## config.mk

```make
export PLATFORM = sky130hd
export DESIGN_NAME = gon_tag_gen_flat
export DESIGN_NICKNAME = d
export VERILOG_FILES = /design/src/rtl/gon_tag_gen_if.sv /design/src/rtl/gon_tag_gen.sv /design/src/flat_wrapper.sv
export SDC_FILE = /design/constraint.sdc
export NUM_CORES = 1
export LEC_CHECK = 0
export CELL_PAD_IN_SITES_DETAIL_PLACEMENT = 1
export CELL_PAD_IN_SITES_GLOBAL_PLACEMENT = 2
export CORE_MARGIN = 2
export CORE_UTILIZATION = 36
export DETAILED_ROUTE_END_ITERATION = 8
export GPL_TIMING_DRIVEN = 0
export PLACE_DENSITY_LB_ADDON = 0.3
export SLEW_MARGIN = 40
export SYNTH_ARGS = -nofsm -noshare
export SYNTH_HDL_FRONTEND = slang
export SYNTH_SLANG_ARGS = --single-unit
export TNS_END_PERCENT = 30
```

## constraint.sdc

```tcl
create_clock -name clk -period 5.5 [get_ports clk]
set_input_delay 0.55 -clock clk [delete_from_list [all_inputs] [get_ports clk]]
set_output_delay 0.55 -clock clk [all_outputs]
set_load 0.005 [all_outputs]
```

## src/rtl/gon_tag_gen_if.sv

```systemverilog
// FIFO-side tag bus between the tag sequencer and the GON tags FIFO.
// The sequencer drives tag pairs and the write strobe; the FIFO returns full.
interface gon_tag_gen_if #(
    parameter int ROW_TAG_WIDTH = 4,
    parameter int COL_TAG_WIDTH = 4
);
    logic [ROW_TAG_WIDTH-1:0] row_tag;
    logic [COL_TAG_WIDTH-1:0] col_tag;
    logic                     tags_wr_en;
    logic                     tags_full;

    modport master (
        output row_tag,
        output col_tag,
        output tags_wr_en,
        input  tags_full
    );

    modport slave (
        input  row_tag,
        input  col_tag,
        input  tags_wr_en,
        output tags_full
    );
endinterface

```

## src/rtl/gon_tag_gen.sv

```systemverilog
// Tag sequencer: walks a programmed (row, col) rectangle for N passes
// and pushes one tag pair per cycle into the GON tags FIFO.
module gon_tag_gen #(
    parameter int ROW_TAG_WIDTH = 4,
    parameter int COL_TAG_WIDTH = 4,
    parameter int CNT_WIDTH     = 16
) (
    input  logic                     clk,
    input  logic                     reset,
    input  logic                     start,
    input  logic                     clear,
    input  logic [ROW_TAG_WIDTH-1:0] cfg_row_first,
    input  logic [ROW_TAG_WIDTH-1:0] cfg_row_last,
    input  logic [COL_TAG_WIDTH-1:0] cfg_col_first,
    input  logic [COL_TAG_WIDTH-1:0] cfg_col_last,
    input  logic [CNT_WIDTH-1:0]     cfg_passes,
    gon_tag_gen_if.master            tags,
    output logic                     busy,
    output logic                     done,
    output logic [CNT_WIDTH-1:0]     tag_count
);

    localparam logic [ROW_TAG_WIDTH-1:0] ROW_ONE = 1;
    localparam logic [COL_TAG_WIDTH-1:0] COL_ONE = 1;
    localparam logic [CNT_WIDTH-1:0]     CNT_ONE = 1;

    typedef enum logic [1:0] {
        ST_IDLE = 2'd0,
        ST_RUN  = 2'd1,
        ST_DONE = 2'd2
    } state_e;

    state_e state_q, state_d;

    logic [ROW_TAG_WIDTH-1:0] row_first_q, row_first_d;
    logic [ROW_TAG_WIDTH-1:0] row_last_q, row_last_d;
    logic [COL_TAG_WIDTH-1:0] col_first_q, col_first_d;
    logic [COL_TAG_WIDTH-1:0] col_last_q, col_last_d;
    logic [CNT_WIDTH-1:0]     passes_q, passes_d;
    logic [CNT_WIDTH-1:0]     pass_q, pass_d;
    logic [ROW_TAG_WIDTH-1:0] row_q, row_d;
    logic [COL_TAG_WIDTH-1:0] col_q, col_d;
    logic [CNT_WIDTH-1:0]     cnt_q, cnt_d;

    logic accept;
    logic empty_job;
    logic wr;
    logic last_col;
    logic last_row;
    logic last_pass;
    logic final_wr;

    // Wraps are driven by equality with the latched last values, so a
    // rectangle ending at the all-ones tag never relies on overflow.
    always_comb begin
        accept    = (state_q == ST_IDLE) && start && !clear;
        empty_job = (cfg_row_first > cfg_row_last)
                 || (cfg_col_first > cfg_col_last)
                 || (cfg_passes == '0);
        wr        = (state_q == ST_RUN) && !tags.tags_full && !clear;
        last_col  = (col_q == col_last_q);
        last_row  = (row_q == row_last_q);
        last_pass = (pass_q == (passes_q - CNT_ONE));
        final_wr  = wr && last_row && last_col && last_pass;
    end

    always_ff @(posedge clk or negedge reset) begin
        if (!reset) begin
            state_q <= ST_IDLE;
        end else begin
            state_q <= state_d;
        end
    end

    always_comb begin
        state_d = state_q;
        if (clear) begin
            state_d = ST_IDLE;
        end else begin
            unique case (state_q)
                ST_IDLE: begin
                    if (start) begin
                        state_d = empty_job ? ST_DONE : ST_RUN;
                    end
                end
                ST_RUN: begin
                    if (final_wr) begin
                        state_d = ST_DONE;
                    end
                end
                ST_DONE: state_d = ST_IDLE;
                default: state_d = ST_IDLE;
            endcase
        end
    end

    always_comb begin
        busy            = (state_q == ST_RUN) || (state_q == ST_DONE);
        done            = (state_q == ST_DONE);
        tags.tags_wr_en = wr;
        tags.row_tag    = row_q;
        tags.col_tag    = col_q;
        tag_count       = cnt_q;
    end

    always_comb begin
        row_first_d = row_first_q;
        row_last_d  = row_last_q;
        col_first_d = col_first_q;
        col_last_d  = col_last_q;
        passes_d    = passes_q;
        pass_d      = pass_q;
        row_d       = row_q;
        col_d       = col_q;
        cnt_d       = cnt_q;
        unique case (1'b1)
            accept: begin
                row_first_d = cfg_row_first;
                row_last_d  = cfg_row_last;
                col_first_d = cfg_col_first;
                col_last_d  = cfg_col_last;
                passes_d    = cfg_passes;
                pass_d      = '0;
                row_d       = cfg_row_first;
                col_d       = cfg_col_first;
                cnt_d       = '0;
            end
            wr: begin
                cnt_d = cnt_q + CNT_ONE;
                if (last_col) begin
                    col_d = col_first_q;
                    if (last_row) begin
                        row_d  = row_first_q;
                        pass_d = pass_q + CNT_ONE;
                    end else begin
                        row_d = row_q + ROW_ONE;
                    end
                end else begin
                    col_d = col_q + COL_ONE;
                end
            end
            default: begin
            end
        endcase
    end

    always_ff @(posedge clk or negedge reset) begin
        if (!reset) begin
            row_first_q <= '0;
            row_last_q  <= '0;
            col_first_q <= '0;
            col_last_q  <= '0;
            passes_q    <= '0;
            pass_q      <= '0;
            row_q       <= '0;
            col_q       <= '0;
            cnt_q       <= '0;
        end else begin
            row_first_q <= row_first_d;
            row_last_q  <= row_last_d;
            col_first_q <= col_first_d;
            col_last_q  <= col_last_d;
            passes_q    <= passes_d;
            pass_q      <= pass_d;
            row_q       <= row_d;
            col_q       <= col_d;
            cnt_q       <= cnt_d;
        end
    end

endmodule

```

## src/flat_wrapper.sv

```systemverilog
// flat-port wrapper written by rule: the top's interface ports become plain ports
module gon_tag_gen_flat 
#(
    parameter int ROW_TAG_WIDTH = 4,
    parameter int COL_TAG_WIDTH = 4,
    parameter int CNT_WIDTH     = 16
)
  (clk, reset, start, clear, cfg_row_first, cfg_row_last, cfg_col_first, cfg_col_last, cfg_passes, busy, done, tag_count, tags_row_tag, tags_col_tag, tags_tags_wr_en, tags_tags_full);
  gon_tag_gen_if #(.ROW_TAG_WIDTH(ROW_TAG_WIDTH), .COL_TAG_WIDTH(COL_TAG_WIDTH)) tags_i ();
  input  logic clk;
  input  logic reset;
  input  logic start;
  input  logic clear;
  input  logic [ROW_TAG_WIDTH-1:0] cfg_row_first;
  input  logic [ROW_TAG_WIDTH-1:0] cfg_row_last;
  input  logic [COL_TAG_WIDTH-1:0] cfg_col_first;
  input  logic [COL_TAG_WIDTH-1:0] cfg_col_last;
  input  logic [CNT_WIDTH-1:0] cfg_passes;
  output logic busy;
  output logic done;
  output logic [CNT_WIDTH-1:0] tag_count;
  output wire logic [$bits(tags_i.row_tag)-1:0] tags_row_tag;
  output wire logic [$bits(tags_i.col_tag)-1:0] tags_col_tag;
  output wire logic [$bits(tags_i.tags_wr_en)-1:0] tags_tags_wr_en;
  input wire logic [$bits(tags_i.tags_full)-1:0] tags_tags_full;
  assign tags_row_tag = tags_i.row_tag;
  assign tags_col_tag = tags_i.col_tag;
  assign tags_tags_wr_en = tags_i.tags_wr_en;
  assign tags_i.tags_full = tags_tags_full;
  gon_tag_gen #(.ROW_TAG_WIDTH(ROW_TAG_WIDTH), .COL_TAG_WIDTH(COL_TAG_WIDTH), .CNT_WIDTH(CNT_WIDTH)) u_core (.clk(clk), .reset(reset), .start(start), .clear(clear), .cfg_row_first(cfg_row_first), .cfg_row_last(cfg_row_last), .cfg_col_first(cfg_col_first), .cfg_col_last(cfg_col_last), .cfg_passes(cfg_passes), .tags(tags_i), .busy(busy), .done(done), .tag_count(tag_count));
endmodule
```

==> results by group <==
STA
  – Peak Freq: between 300 and 400 MHz
  – Rel. slew slack: a little over half
  – Slew Viols, Final: 0
  – RSZ-0062 raised after global routing: false
  – Final hold slack: 0.0611 ns
  – Post-layout min period: 3.33 ns
  – Worst Skew: between 0.007 and 0.008 ns
  – Tcrit/Tclk final: 60.5%
  – Least-Margin Pin Slew: 0.712 ns
  – # setup viols final: 0
  – Setup_tns: 0 ns
  – Fin. Hold Viols: 0

Setup path
  – Crit. End Element: output port
  – Startpoint Class: input port
  – Largest stage delay on the critical path: approximately 0.6 ns
  – CP top delay family: buffers and inverters
  – Data arrival time of the critical path: approximately 2.8 ns
  – Worst-path cell chain: clkdlybuf4s50_1, nand2b_1, or2_1, inv_1, buf_1, clkdlybuf4s50_1
  – Most frequent CP cell: clkdlybuf4s50_1
  – Crit-path max FO: 10
  – CP required: between 4 and 5 ns
  – Slowest-stage cell, CP: clkdlybuf4s50_1
  – Critical path type: input port to output port
  – WP buf/inv: 4

Power and ir drop
  – Clock Power Share: 34.0%
  – Sw Share: roughly a third
  – P per Cell Area: about 350 mW/mm²
  – Flop pwr share: 39.0%
  – Switching power: between 0.6 and 0.7 mW
  – Leakage: 2.44 nW
  – Overall power: 1.90 mW
  – Comb pwr share: ~27%
  – Worst VDD drop: about 140 µV
  – Int Power: around 1.3 mW

Yosys
  – EDFF count, synth: 0
  – Async SR Flop Fraction: 100%
  – Area leader, netlist: dfrtp_1
  – Synth top area share: ~43%
  – Top FF cell, synth: dfrtp_1
  – YS warnings: 0
  – Synth Cell Area: ~0.0043 mm²
  – #FFs+latches synth: 74
  – Sequential-to-total area share from yosys stat: a little over two fifths
  – Synth top cells by count: nand2_1, dfrtp_1, o21ai_0, nor2_1, xor2_1
  – Synth top area cells: dfrtp_1, nand2_1, o21ai_0
  – Syn_nets: approximately 550
  – Post-synth cell types: 54
  – Count leader, synth: nand2_1
  – Avg Cell Area, Syn: around 8.7 µm²
  – Synth Instances: between 400 and 500

Global routing
  – Largest net degree at the start of global routing: slightly above 50
  – Initial antenna violation count: 0
  – Vias in the first global route: approximately 4200
  – First-pass GRT wire length: roughly 21000 µm
  – GRT Total Usage: 20.5%
  – Total grt overflow: 0

Finish
  – P&R area growth vs syn: 27.4%
  – Share of cells above drive strength 1: 6.11%
  – Fin nets: approximately 620
  – # diodes: 0
  – Fill count: between 1000 and 1500

Floorplan
  – Core box area: around 0.012 mm²
  – Die area: roughly 0.013 mm²
  – Die Width: 113 µm
  – Initial cell density of the core: 37.3%
  – Die Y: ~110 µm
  – Core Rows: 39
  – Total I/O pin count: 64

Routing
  – Final ANT Viol Nets: 0
  – Routed len/inst: about 17 µm
  – Avg Vias per Cell: 5.45
  – DRT iter0 DRCs: around 140
  – Post-route DRC: 4
  – DR vias: between 3000 and 4000
  – TritonRoute pass-1 iters: 6
  – Routed WL: approximately 12000 µm

Clock tree
  – Clock transition at path regs: roughly 0.060 ns
  – Post-CTS Setup Inserts: 0
  – Worst-Skew Late Latency: between 0.3 and 0.4 ns
  – Num CTS Buffers: 9
  – CTS Root Cell: clkbuf_16
  – Clock sinks: 74
  – H-tree depth: 3
  – CTS tree: built
  – Cts repair resizes: 0
  – Clk buf depth: 2
  – Post-CTS Hold Fix Bufs: 0

Placement
  – Input/output buffers: 63
  – DP HPWL: ~9200 µm
  – RD Place Congestion: 0.813

Outcome
  – Failing checks: design-rule violations
  – Status: complete, but fails checks

Min path
  – Hold WC Path Type: input port to asynchronous set/reset pin

Job
  – Max Cap Viol: 0
==> worst paths after layout <==
kind                                                        start                           endpoint  slack (ns)  depth (start not counted)
worst min-delay path                                        reset      u_core.pass_q[15]$_DFFE_PN0P_        0.06                          1
worst min register to register  u_core.col_first_q[3]$_DFFE_PN0P_  u_core.col_first_q[3]$_DFFE_PN0P_        0.48                          2
max in group asynchronous                                   reset   u_core.col_last_q[2]$_DFFE_PN0P_        4.91                          2
min in group clk                u_core.col_first_q[3]$_DFFE_PN0P_  u_core.col_first_q[3]$_DFFE_PN0P_        0.48                          2
worst max-delay path                                        clear                    tags_tags_wr_en        2.17                          6
worst max register to register     u_core.passes_q[0]$_DFFE_PN0P_      u_core.state_q[1]$_DFFE_PN0P_        2.20                         10
==> cells in the final DEF (no fill, tap or decap), types with 3 or more instances in the layout <==
master and count:
nor2_1 32, and2_1 4, nand2b_1 5, a21oi_1 18, buf_6 3, nand3_1 19
ha_1 16, o21ai_0 45, inv_1 16, mux2i_1 4, and3_1 15, xor2_1 21
a31oi_1 8, clkbuf_1 18, clkbuf_16 9, nand2_1 100, nand4_1 11, xnor2_1 18
clkdlybuf4s50_1 62, nor3_1 7, a211oi_1 4, o21a_1 4, or4_1 4, nor4_1 5
dfrtp_1 74
==> routing by layer <==
layer | wire [µm] | vias up | share of wire (%) | track usage (%)
met5 | 0 | - | 0 | 0
met4 | 332 | 0 | 2.7 | 9.76
met3 | 385 | 19 | 3.1 | 2.79
met2 | 5610 | 83 | 46 | 32.7
met1 | 5910 | 1930 | 48 | 27.5
li1 | - | 1871 | - | -
==> logic make-up after synthesis <==
logic type	Yosys count	synth area share (%)
buffers and inverters	38	3.70
DFF	74	43.1
xor gates and xnor gates	39	7.96
AOI/OAI and AO/OA	94	13.1
and+or+nand+nor	226	26.0
muxes	6	1.46
adders and majority gates	16	4.66
==> area by class of cell <==
class	count	area (µm²)	area share, %
buffer	22	98.8	1.81
clock buffer	11	243	4.44
clock inverter	5	77.6	1.42
inverter	16	60.1	1.10
multi-input combinational	381	2300	42.0
sequential	74	1850	33.9
tap	143	179	3.27
timing repair buffer	64	659	12.1
==> flip-flops by register name, summed over array words and instances, names as in the netlist <==
register,flops
u_core.tags.row_tag,4
u_core.col_last_q,4
u_core.pass_q,16
u_core.tags.col_tag,4
u_core.tag_count,16
u_core.row_first_q,4
u_core.passes_q,16
u_core.col_first_q,4
u_core.state_q,2
u_core.row_last_q,4
==> power groups by stage <==
stage / sequential [mW] / combinational, mW / clock [mW]
after floorplan: 0.717 / 0.322 / 0
after global placement: 0.743 / 0.477 / 0
after detailed placement: 0.750 / 0.510 / 0
after CTS: 0.740 / 0.514 / 0.658
after global routing: 0.756 / 0.583 / 0.679
final: 0.740 / 0.513 / 0.645
==> metrics by stage <==
step / setup WS (ns) / util, % / cell area [µm²] / instances
2_1_floorplan: 2.60 / - / 4290 / 493
5_1_grt: 2.01 / 47.5 / 5470 / 716
3_3_place_gp: 1.11 / 44.3 / 5100 / 699
4_1_cts: 2.15 / 47.4 / 5460 / 716
6_report: 2.17 / 47.5 / 5470 / 716
3_5_place_dp: 1.88 / 44.6 / 5140 / 700
Power figures use the tool's default switching activity.
==> edit 1 (same flow settings) <==
Re-encode `state_e` (3 states) as one-hot, 3 bits wide.
--- a/src/rtl/gon_tag_gen.sv
+++ b/src/rtl/gon_tag_gen.sv
@@ -24,10 +24,10 @@
     localparam logic [COL_TAG_WIDTH-1:0] COL_ONE = 1;
     localparam logic [CNT_WIDTH-1:0]     CNT_ONE = 1;
 
-    typedef enum logic [1:0] {
-        ST_IDLE = 2'd0,
-        ST_RUN  = 2'd1,
-        ST_DONE = 2'd2
+    typedef enum logic [2:0] {
+        ST_IDLE = 3'b001,
+        ST_RUN  = 3'b010,
+        ST_DONE = 3'b100
     } state_e;
 
     state_e state_q, state_d;
Formal check against the unedited RTL: same outputs for any inputs over 10 cycles, from zero or initial values and one cycle with reset low; not proved beyond that.
==> edit 1 against the unedited design <==
- power down 7.1%
- worst setup slack improved by 0.32 ns
- count of clock-buffer cells in the layout increased by 1
- sequential share of layout area is 0.084 points lower
- wire length up 1.0%
- sequential power down 2%
- register-to-register slack better by 0.76 ns
- synthesized cell count down 1.0%
- sequential cell count is 1 higher
- design area is 1.7% higher
- area after synthesis grew 3.3%
- non-clock buffer count fell by 2
- critical endpoint unchanged
==> edit 1: results (changes against the unedited design) <==
worst-path maximum fanout=8 (was 10); Main synth FF type=dfrtp_1 (unchanged); layout cell share with drive strength beyond 1=0.0792 (was 0.0611); DRT iter0 DRCs=165 (was 144); pin count of the biggest net entering global routing=58 (was 51); DR pass1 iterations=4 (was 6); port bufs=63 (unchanged); Synth top cells by count=108 x nand2_1, 74 x dfrtp_1, 30 x nor2_1 (was 100 x nand2_1, 74 x dfrtp_1, 45 x o21ai_0); Rel. slew slack=0.513 (was 0.525); post-synthesis async set-or-reset flop share=1.00 (unchanged); Post-Synth XOR/XNOR Area=0.0999 (was 0.0796); H-tree levels=3 (unchanged); antenna cell count=0 (unchanged); clk_lat worst skew=approximately 0.34 ns; Worst-path clk slew=0.06 ns (about the same); synth warn=0 (unchanged); Top Family by Delay on Critical Path=buffers and inverters (unchanged); max incr delay on CP=0.56 ns (was 0.60 ns); clk_skew=0.00887 ns (was 0.00711 ns); Hold Fails Final Rpt=0 (unchanged); Worst VDD drop=0.132 mV (was 0.138 mV); Area contributors post-synth=dfrtp_1 42%, nand2_1 9.1%, xnor2_1 5.3%, xor2_1 4.1%, ha_1 3.7% (was dfrtp_1 43%, nand2_1 8.7%, o21ai_0 5.2%, ha_1 4.7%, xor2_1 4.3%); wire per inst=17.3 um (was 17.1 um); Total GRT Usage=0.200 (was 0.205); Post-CTS Repair Setup Buffers=0 (unchanged); status=complete, no violations (was finished with violations); Slowest-stage cell, CP=clkdlybuf4s50_1 (unchanged); Filler Cell Count=1434 (was 1361); sequential area share after synthesis=0.424 (was 0.431); Leakage=2.36 nW (was 2.44 nW); Yosys cell types=60 (was 54); Synth Area in Adders=0.0367 (was 0.0466); Post-CTS Resized=0 (unchanged); HP Class=input port to asynchronous set/reset pin (unchanged); vias=3817 (was 3903); Synthesized Nets=538 (was 546); CTS buffer count=9 (unchanged); Cell Int Power=1.18 mW (was 1.29 mW); vias in the first global route=3925 (was 4152); gpl congestion=0.800 (was 0.813); antenna violations before repair=0 (unchanged); root buffer cell=clkbuf_16 (unchanged); post-DP HPWL=9360 um (was 9230 um); Synth Area in Compound Gates=0.114 (was 0.131); multiplexer area fraction after synthesis=0.0231 (was 0.0146); Crit path required time=4.95 ns (about the same); Total Nets Final=613 (was 621); CTS max path bufs=2 (unchanged); global-route wire length before repair=20400 um (was 20700 um)
## edit 1: logic make-up after synthesis
family,count (synthesis)
compound gates,71
mux,10
fa+ha+maj,13
xor+xnor,49
flops,75
buf+inv,37
simple gates,233
## edit 1: per-stage QoR
step           cell area [um^2]  worst slack [ns]   util  cells
2_1_floorplan              4430              3.37      -    488
3_3_place_gp               5250              1.02  0.437    698
3_5_place_dp               5280              2.44  0.439    699
4_1_cts                    5560              2.46  0.463    715
5_1_grt                    5560              2.37  0.463    715
6_report                   5560              2.49  0.463    715
## edit 1: final timing paths
path	start	end	slack [ns]	cells after the start
max	clear	tags_tags_wr_en	2.49	5
min	reset	u_core.passes_q[0]$_DFFE_PN0P_	0.05	1
max reg2reg	u_core.passes_q[0]$_DFFE_PN0P_	u_core.state_q[1]$_DFFE_PN0P_	2.96	8
min reg2reg	u_core.col_first_q[1]$_DFFE_PN0P_	u_core.col_first_q[1]$_DFFE_PN0P_	0.48	2
max in group asynchronous	reset	u_core.state_q[0]$_DFFE_PN1P_	4.86	2
min in group clk	u_core.col_first_q[1]$_DFFE_PN0P_	u_core.col_first_q[1]$_DFFE_PN0P_	0.48	2
## edit 1: worst reg2reg max path: cells and delay by family, from the launching register on
family,cells,cell delay (ns)
adders and majority gates,1,0.16
DFF,1,0.43
buffers and inverters,2,0.31
and+or+nand+nor,3,0.88
AOI/OAI and AO/OA,2,0.64
## edit 1: power groups by stage
stage	registers, mW	logic, mW	clock network [mW]
after floorplan	0.705	0.330	0
after global placement	0.726	0.468	0
after detailed placement	0.731	0.486	0
after CTS	0.722	0.490	0.574
after global routing	0.734	0.539	0.603
final	0.722	0.483	0.559
## edit 1: layout make-up
class                      instances  area, um^2  area share
buffer                            20        85.1      0.0153
inverter                          17        63.8      0.0115
sequential                        75        1880       0.338
tap                              147         184      0.0331
clock inverter                     4        25.0     0.00450
timing repair buffer              64         659       0.119
multi-input combinational        376        2410       0.433
clock buffer                      12         256      0.0461
## edit 1: metal layers
| metal | routed length (um) | global-route usage | up-vias | share of wire |
|---|---|---|---|---|
| met4 | 226 | 0.0747 | 0 | 0.018 |
| met3 | 376 | 0.0306 | 12 | 0.030 |
| met5 | 0 | 0 | - | 0 |
| li1 | - | - | 1863 | - |
| met2 | 5750 | 0.318 | 61 | 0.47 |
| met1 | 6000 | 0.278 | 1881 | 0.49 |
==> edit 2 (config.mk and constraints unchanged) <==
Made on the original files. `COL_TAG_WIDTH` is set to 4 in 3 places; all go to 6.
--- a/src/rtl/gon_tag_gen_if.sv
+++ b/src/rtl/gon_tag_gen_if.sv
@@ -2,7 +2,7 @@
 // The sequencer drives tag pairs and the write strobe; the FIFO returns full.
 interface gon_tag_gen_if #(
     parameter int ROW_TAG_WIDTH = 4,
-    parameter int COL_TAG_WIDTH = 4
+    parameter int COL_TAG_WIDTH = 6
 );
     logic [ROW_TAG_WIDTH-1:0] row_tag;
     logic [COL_TAG_WIDTH-1:0] col_tag;
--- a/src/rtl/gon_tag_gen.sv
+++ b/src/rtl/gon_tag_gen.sv
@@ -2,7 +2,7 @@
 // and pushes one tag pair per cycle into the GON tags FIFO.
 module gon_tag_gen #(
     parameter int ROW_TAG_WIDTH = 4,
-    parameter int COL_TAG_WIDTH = 4,
+    parameter int COL_TAG_WIDTH = 6,
     parameter int CNT_WIDTH     = 16
 ) (
     input  logic                     clk,
--- a/src/flat_wrapper.sv
+++ b/src/flat_wrapper.sv
@@ -2,7 +2,7 @@
 module gon_tag_gen_flat 
 #(
     parameter int ROW_TAG_WIDTH = 4,
-    parameter int COL_TAG_WIDTH = 4,
+    parameter int COL_TAG_WIDTH = 6,
     parameter int CNT_WIDTH     = 16
 )
   (clk, reset, start, clear, cfg_row_first, cfg_row_last, cfg_col_first, cfg_col_last, cfg_passes, busy, done, tag_count, tags_row_tag, tags_col_tag, tags_tags_wr_en, tags_tags_full);
Ports: changed (resized cfg_col_first, cfg_col_last and tags_col_tag); port bits go from 64 to 70. The function was not compared with the original's and may differ.
==> edit 2 against the unedited design <==
- wire length rose by 9.2%
- area after synthesis is 9.5% higher
- combinational power increased by 14%
- hold slack better by 0.056 ns
- sequential cell count increased by 6
- synthesized cell count grew 8.9%
- final cell count rose by 11%
- power up 4.4%
- design area up 7.9%
- worst setup slack got worse by 0.22 ns
- critical endpoint unchanged
- largest cell class unchanged
==> edit 2: results (changes against the unedited design) <==
Area contributors post-synth=dfrtp_1 43%, nand2_1 8.1%, ha_1 4.8%, xnor2_1 4.5%, o21ai_0 4.3% (was dfrtp_1 43%, nand2_1 8.7%, o21ai_0 5.2%, ha_1 4.7%, xor2_1 4.3%); sequential area share after synthesis=0.426 (was 0.431); Cell Int Power=1.30 mW (was 1.29 mW); Filler Cell Count=1506 (was 1361); routed length on met2=6920 um (was 5610 um); antenna-violating nets left=0 (unchanged); M1 WL=5880 um (was 5910 um); Leakage=2.56 nW (was 2.44 nW); DR WL met3=314 um (was 385 um); Worst VDD drop=0.129 mV (was 0.138 mV); global-route wire length before repair=22600 um (was 20700 um); Synth top cells by count=102 x nand2_1, 80 x dfrtp_1, 41 x nor2_1 (was 100 x nand2_1, 74 x dfrtp_1, 45 x o21ai_0); H-tree levels=3 (unchanged); layout cell share with drive strength beyond 1=0.0514 (was 0.0611); gpl congestion=0.780 (was 0.813); Total GRT Usage=0.203 (was 0.205); WL final=13400 um (was 12200 um); clk_skew=0.00803 ns (was 0.00711 ns); vias in the first global route=4525 (was 4152); Vias/cell=5.30 (was 5.45); crit path DAT=2.99 ns (was 2.78 ns); Total Nets Final=677 (was 621); pin count of the biggest net entering global routing=43 (was 51); Synthesized Nets=596 (was 546); status=complete, no violations (was finished with violations); port bufs=69 (was 63); DR pass1 iterations=4 (was 6); Yosys cell types=58 (was 54); PwrDens=336 mW/mm^2 (was 347 mW/mm^2); Worst-Margin Slew=0.630 ns (was 0.712 ns); placed cell area=0.00563 mm^2 (was 0.00514 mm^2); DRT iter0 DRCs=153 (was 144); Post-CTS Repair Setup Buffers=0 (unchanged); post-DP HPWL=10300 um (was 9230 um)
[edit 2: cell types whose count changed after synthesis, moves of 5 or more]
cell	unedited run	this run
a31oi_1	8	1
nand3_1	19	25
and3_1	15	10
o211ai_1	0	8
inv_1	16	23
nor2_1	32	41
o21ai_0	45	40
xnor2_1	18	24
dfrtp_1	74	80
[edit 2: cells by family after synthesis]
family | after synthesis | share of synthesized area
AND/OR/NAND/NOR | 243 | 0.254
AO/OA/AOI/OAI | 101 | 0.141
flip-flops | 80 | 0.426
buffers and inverters | 46 | 0.0386
XOR/XNOR | 45 | 0.0839
adder cells (fa/ha/maj) | 18 | 0.0479
multiplexers | 4 | 0.00852
[edit 2: path summary, 6_finish.rpt]
check	from	endpoint	slack [ns]	cells past startpoint
setup / recovery	clear	tags_tags_wr_en	1.96	7
setup reg to reg	u_core.state_q[0]$_DFFE_PN0P_	u_core.pass_q[12]$_DFFE_PN0P_	2.55	10
hold reg to reg	u_core.col_first_q[5]$_DFFE_PN0P_	u_core.col_first_q[5]$_DFFE_PN0P_	0.48	1
hold / removal	reset	u_core.passes_q[12]$_DFFE_PN0P_	0.12	1
max in group asynchronous	reset	u_core.tags.col_tag[4]$_DFFE_PN0P_	4.83	2
min in group clk	u_core.col_first_q[5]$_DFFE_PN0P_	u_core.col_first_q[5]$_DFFE_PN0P_	0.48	1
[edit 2: per-layer routing]
metal | up-vias | GRT usage
li1 | 2034 | -
met1 | 2111 | 0.246
met2 | 49 | 0.362
met3 | 17 | 0.0280
met4 | 0 | 0.0783
met5 | - | 0
[edit 2: area by class of cell]
cell class | count | share of cell area
clock buffers | 12 | 0.0435
inverters | 23 | 0.0146
well taps | 172 | 0.0365
multi-input cells | 411 | 0.426
flip-flops and latches | 80 | 0.339
plain buffers | 23 | 0.0161
repair buffers | 70 | 0.121
clock inverters | 3 | 0.00297
[edit 2: per-stage QoR]
step | power [mW] | setup WS [ns] | instances | hold slack, ns
after floorplan | 1.18 | 3.02 | 537 | 0.254
after global placement | 1.40 | 0.849 | 778 | 0.460
after detailed placement | 1.43 | 1.90 | 779 | 0.470
after CTS | 2.01 | 1.89 | 794 | 0.127
after global routing | 2.11 | 1.76 | 794 | 0.143
final | 1.98 | 1.96 | 794 | 0.117
[edit 2: power by group through the flow]
stage	Combinational [mW]	Clock (mW)	Sequential (mW)
2_1_floorplan	0.380	0	0.799
3_3_place_gp	0.563	0	0.837
3_5_place_dp	0.588	0	0.843
4_1_cts	0.595	0.580	0.834
5_1_grt	0.657	0.606	0.852
6_report	0.585	0.566	0.831
